`config.mk`:
```
export PLATFORM = sky130hd
export DESIGN_NAME = m_deser
export DESIGN_NICKNAME = d
export VERILOG_FILES = /design/src/rtl/m_deser_pkg.sv /design/src/rtl/m_bitcnt.sv /design/src/rtl/m_deser.sv
export SDC_FILE = /design/constraint.sdc
export NUM_CORES = 1
export LEC_CHECK = 0
export CORE_ASPECT_RATIO = 0.8
export CORE_MARGIN = 2
export CORE_UTILIZATION = 59
export DETAILED_ROUTE_END_ITERATION = 16
export DONT_BUFFER_PORTS = 1
export PLACE_DENSITY = 0.83
export SKIP_LAST_GASP = 1
export SYNTH_ARGS = -nofsm -noshare
export SYNTH_HDL_FRONTEND = slang
export SYNTH_SLANG_ARGS = --single-unit
```
`constraint.sdc`:
```
create_clock -name w_clk -period 1.61 [get_ports w_clk]
set_input_delay 0.322 -clock w_clk [delete_from_list [all_inputs] [get_ports w_clk]]
set_output_delay 0.322 -clock w_clk [all_outputs]
set_load 0.03 [all_outputs]
```
`src/rtl/m_deser_pkg.sv`:
```
// Shared types and constants for the m_deser serial receive stage.
// Optional even-parity support is selected with M_DESER_PARITY_EN.
package m_deser_pkg;

  localparam int unsigned DEFAULT_WIDTH = 8;

  localparam logic START_BIT = 1'b1;
  localparam logic STOP_BIT  = 1'b0;

  typedef enum logic [2:0] {
    S_IDLE = 3'd0,
    S_DATA = 3'd1,
    S_PAR  = 3'd2,
    S_STOP = 3'd3,
    S_WAIT = 3'd4
  } state_e;

endpackage

```
`src/rtl/m_bitcnt.sv`:
```
// Data-bit counter for m_deser: clear, enable, saturates at WIDTH,
// terminal count flags the last data bit (WIDTH-1).
module m_bitcnt
  import m_deser_pkg::*;
#(
  parameter int unsigned WIDTH = DEFAULT_WIDTH
) (
  input  logic w_clk,
  input  logic w_rst_n,
  input  logic clr,
  input  logic en,
  output logic tc_c
);

  localparam int unsigned CW = $clog2(WIDTH + 1);

  logic [CW-1:0] cnt;

  always_ff @(posedge w_clk or negedge w_rst_n) begin
    if (!w_rst_n) begin
      cnt <= '0;
    end else if (clr) begin
      cnt <= '0;
    end else if (en && (cnt != CW'(WIDTH))) begin
      cnt <= cnt + CW'(1);
    end
  end

  assign tc_c = (cnt == CW'(WIDTH - 1));

endmodule

```
`src/rtl/m_deser.sv`:
```
// Serial-to-parallel receiver: start=1, WIDTH data bits LSB first, stop=0.
// Define M_DESER_PARITY_EN to insert an even-parity bit before the stop bit.
module m_deser
  import m_deser_pkg::*;
#(
  parameter int unsigned WIDTH = DEFAULT_WIDTH
) (
  input  logic             w_clk,
  input  logic             w_rst_n,
  input  logic             w_in,
  output logic [WIDTH-1:0] w_data,
  output logic             w_valid,
  output logic             w_err,
  output logic             w_busy
);

  state_e           state, state_nx;
  logic [WIDTH-1:0] shreg, shreg_nx;
  logic [WIDTH-1:0] data_nx;
  logic             valid_nx, err_nx;
  logic             cnt_clr, cnt_en, cnt_tc_c;
  logic             par_fail;
`ifdef M_DESER_PARITY_EN
  logic             par_err, par_err_nx;
`endif

  m_bitcnt #(.WIDTH(WIDTH)) u_bitcnt (
    .w_clk   (w_clk),
    .w_rst_n (w_rst_n),
    .clr     (cnt_clr),
    .en      (cnt_en),
    .tc_c    (cnt_tc_c)
  );

  // State, shift register and registered outputs
  always_ff @(posedge w_clk or negedge w_rst_n) begin
    if (!w_rst_n) begin
      state   <= S_IDLE;
      shreg   <= '0;
      w_data  <= '0;
      w_valid <= 1'b0;
      w_err   <= 1'b0;
      w_busy  <= 1'b0;
`ifdef M_DESER_PARITY_EN
      par_err <= 1'b0;
`endif
    end else begin
      state   <= state_nx;
      shreg   <= shreg_nx;
      w_data  <= data_nx;
      w_valid <= valid_nx;
      w_err   <= err_nx;
      w_busy  <= (state_nx != S_IDLE);
`ifdef M_DESER_PARITY_EN
      par_err <= par_err_nx;
`endif
    end
  end

  // Next-state and next-output decode
  always_comb begin
    state_nx = state;
    shreg_nx = shreg;
    data_nx  = w_data;
    valid_nx = 1'b0;
    err_nx   = 1'b0;
    cnt_clr  = 1'b1;
    cnt_en   = 1'b0;
    par_fail = 1'b0;
`ifdef M_DESER_PARITY_EN
    par_err_nx = par_err;
    par_fail   = par_err;
`endif
    case (state)
      S_IDLE: begin
        if (w_in == START_BIT) state_nx = S_DATA;
      end
      S_DATA: begin
        cnt_clr  = 1'b0;
        cnt_en   = 1'b1;
        // LSB arrives first, so after WIDTH shifts it sits at bit 0
        shreg_nx = {w_in, shreg[WIDTH-1:1]};
        if (cnt_tc_c) begin
`ifdef M_DESER_PARITY_EN
          state_nx = S_PAR;
`else
          state_nx = S_STOP;
`endif
        end
      end
`ifdef M_DESER_PARITY_EN
      S_PAR: begin
        par_err_nx = ^{shreg, w_in};
        state_nx   = S_STOP;
      end
`endif
      S_STOP: begin
        if ((w_in == STOP_BIT) && !par_fail) begin
          data_nx  = shreg;
          valid_nx = 1'b1;
          state_nx = S_IDLE;
        end else begin
          err_nx   = 1'b1;
          state_nx = (w_in == STOP_BIT) ? S_IDLE : S_WAIT;
        end
      end
      S_WAIT: begin
        if (w_in == STOP_BIT) state_nx = S_IDLE;
      end
      default: state_nx = S_IDLE;
    endcase
  end

endmodule

```
==> impl_summary.log <==
[metrics] status: completed
[metrics] Switch Pwr: 0.871 mW
[metrics] TritonCTS clock tree: yes
[metrics] Largest stage delay, worst path: 440 ps
[metrics] Die X-Extent: 50.4 microns
[metrics] number of clock sinks: 26
[metrics] root cell of the clock tree: clkbuf_4
[metrics] Placed Instance Area: 1040 sq um
[metrics] Logic pwr share: 26.6%
[metrics] smallest setup slack after layout: 168 ps
[metrics] area of the core: 1630 sq um
[metrics] Worst Skew: 3.79 ps
[metrics] pin count of the biggest net entering global routing: 27
[metrics] number of fillers in the final layout: 117
[metrics] CP bufs+invs: 0
[metrics] fraction of power consumed by sequential logic: 59.6%
[metrics] internal power: 1.43 mW
[metrics] nets in the synthesized netlist: 75
[metrics] post-route setup TNS: 0 ps
[metrics] aggregate routed wire length: 1.55 mm
[metrics] antenna violations before repair: 0
[metrics] final HPWL from detailed placement: 1.09 mm
[metrics] mean instance size in the synthesized netlist: 14.5 sq um
[metrics] setup violation total in the final timing report: 0
[metrics] pre-CTS setup slack: 182 ps
[metrics] DRC violation count after routing: 0
[metrics] switching portion of total power: 37.9%
[metrics] max-capacitance violation count: 0
[metrics] clk buf depth: 2
[metrics] Die Footprint: 2070 sq um
[metrics] count of warnings emitted by yosys: 0
[metrics] commonest cells after routing, fill and taps aside: dfrtp_1, mux2_2, nor2_1, nand2_1, clkbuf_4
[metrics] DRT iter0 DRCs: 7
[metrics] crit path launch type: register
[metrics] sequential cell area in the final layout: 651 sq um
[metrics] Area Growth Syn to Fin: 8.49%
[metrics] all-layer global routing usage: 17.7%
[metrics] average wire per standard cell: 15.9 microns
[metrics] cell-by-cell trace of the critical path: nand2_1, nor3_4, mux2_2
[metrics] design area: 1100 sq um
[metrics] Final Cycle Share: 89.6%
[metrics] most common cell after layout, fill and taps aside: dfrtp_1
[metrics] maximum level of the CTS H-tree: 1
[metrics] Top Ports: 14
[metrics] worst-margin pin slew: 482 ps
[metrics] Arr. time, crit path: 1650 ps
[metrics] register bit count reported by yosys: 26
[metrics] slowest CP cell: dfrtp_1
[metrics] Leak Pwr: 0.503 nW
[metrics] Post-synth EDFFs: 0
[metrics] Worst path top cell family by delay: simple AND/OR/NAND/NOR gates
[metrics] post-synth cell types: 20
[metrics] Vias/cell: 5.69
[metrics] TritonCTS Buffers: 3
[metrics] share of flip-flops with an asynchronous set or reset after synthesis: 100%
[metrics] critical path class: reg -> reg
[metrics] clock-pin transition on the worst setup and hold timing paths: 130 ps
[metrics] pwr dens: 2080 nW/um^2
[metrics] total via count after detailed routing: 552
[metrics] relative slew slack: 67.8%
[metrics] Cell Rows: 13
[metrics] RSZ-0062 raised after global routing: false
[metrics] nature of the critical path endpoint: register
[metrics] layout cells sized above 1: 30.7%
[metrics] floorplan die height: 41.1 microns
[metrics] number of hold-slack violations in the final timing report: 0
[metrics] Post-Syn Instances: 70
[metrics] sequential cell area fraction in the yosys report: 64.0%
[metrics] worst vdd ir: 0.00118 V
[metrics] Resized Gates After CTS: 0
[metrics] nets: 81
[metrics] count of nets left with antenna violations after detail routing: 0
[metrics] time the worst path needs with I/O delays and setup: 1440 ps
[metrics] input/output buffers: 0
[metrics] initial core utilization: 62.5%
[metrics] FMAX: 693 MHz
[metrics] iteration count of the initial detailed-routing pass: 4
[metrics] clock network fraction of design power: 13.8%
[metrics] CP Data Required Time: 1820 ps
[metrics] wire length of the first global-routing pass: 2.48 mm
[metrics] antenna diode count: 0
[metrics] largest fanout of any net on the critical path: 9
[metrics] combined area of the multi-input logic cells: 352 sq um
[metrics] later-pin clock latency in the skew report: 310 ps
[metrics] dominant register cell in the synthesized netlist: dfrtp_1
[metrics] Post-CTS Setup Repair Bufs: 0
[metrics] Pins Over Slew Limit: 0
[metrics] GRT Residual Overflow: 0
[metrics] via count of the first global-routing pass: 537
[metrics] Placer Congestion: 0.738
[metrics] class of the tightest hold or removal check: in -> reg
[metrics] cell area after synthesis: 1020 sq um
==> routing by layer <==
metal  routed length [microns]  global-route usage (%)  vias to the layer above
met3                        96                    6.20                        2
met2                       761                    32.2                       18
met4                        12                    6.08                        0
met1                       674                    20.3                      280
li1                          -                       -                      252
met5                         0                       0                        -
==> registers in the layout (all words and copies together) (netlist names) <==
signal and flops:
w_err 1, w_busy 1, u_bitcnt.cnt 4, state 3, w_valid 1, shreg 8, w_data 8
==> power groups by stage <==
stage          logic (mW)  registers, mW  clock network (mW)
2_1_floorplan       0.545           1.31                   0
3_3_place_gp        0.569           1.36                   0
3_5_place_dp        0.611           1.39                   0
4_1_cts             0.630           1.37               0.326
5_1_grt             0.697           1.41               0.356
6_report            0.613           1.37               0.317
==> layout make-up <==
cell class | instances | area share (%)
inverter | 2 | 0.680
tap | 22 | 2.49
clock buffer | 4 | 3.29
multi-input combinational | 41 | 31.9
timing repair buffer | 2 | 2.72
sequential | 26 | 59.0
==> synthesized netlist by cell type, types with 2 or more instances <==
library cell	instances	area, sq um
nor2_1	5	18.8
dfrtp_1	26	651
nand3b_1	2	15.0
inv_1	2	7.51
mux2_2	16	180
ha_1	2	25.0
nand2_1	4	15.0
==> final timing paths <==
| path | slack, ps | startpoint | end | cells after the start |
|---|---|---|---|---|
| worst min-delay path | 100 | w_in | w_valid | 1 |
| worst min register to register | 520 | u_bitcnt.cnt[3] | state[1] | 1 |
| max in group asynchronous | 1040 | w_rst_n | u_bitcnt.cnt[0] | 2 |
| worst max-delay path | 170 | state[0] | w_data[4] | 3 |
| min in group asynchronous | 430 | w_rst_n | w_busy | 2 |
| worst max register to register | 170 | state[0] | w_data[4] | 3 |
==> cells by family (layout without fill, tap and decap cells) <==
family          Yosys count  count (layout)  synth area share (%)
flops                    26              26                  64.0
xor+xnor                  2               2                  1.72
compound gates            3               3                  2.09
mux                      17              17                  18.7
simple gates             17              17                  9.59
buf+inv                   3               8                  1.48
fa+ha+maj                 2               2                  2.46
==> through the flow <==
| step | util (%) | total power, mW | hold slack [ps] | std cells |
|---|---|---|---|---|
| 5_1_grt | 67.8 | 2.46 | 75.5 | 97 |
| 4_1_cts | 67.8 | 2.33 | 88.2 | 97 |
| 2_1_floorplan | - | 1.86 | 26.4 | 70 |
| 3_3_place_gp | 63.8 | 1.93 | 27.0 | 91 |
| 6_report | 67.8 | 2.30 | 95.9 | 97 |
| 3_5_place_dp | 63.8 | 2.00 | 26.9 | 91 |
==> what timing repair did <==
item / in CTS / in global routing
setup endpoints to repair: 0 / 0
hold buffers: 2 / 0
endpoints found under the hold margin: 26 / 0
No activity file was read; power rests on OpenSTA's default activity.
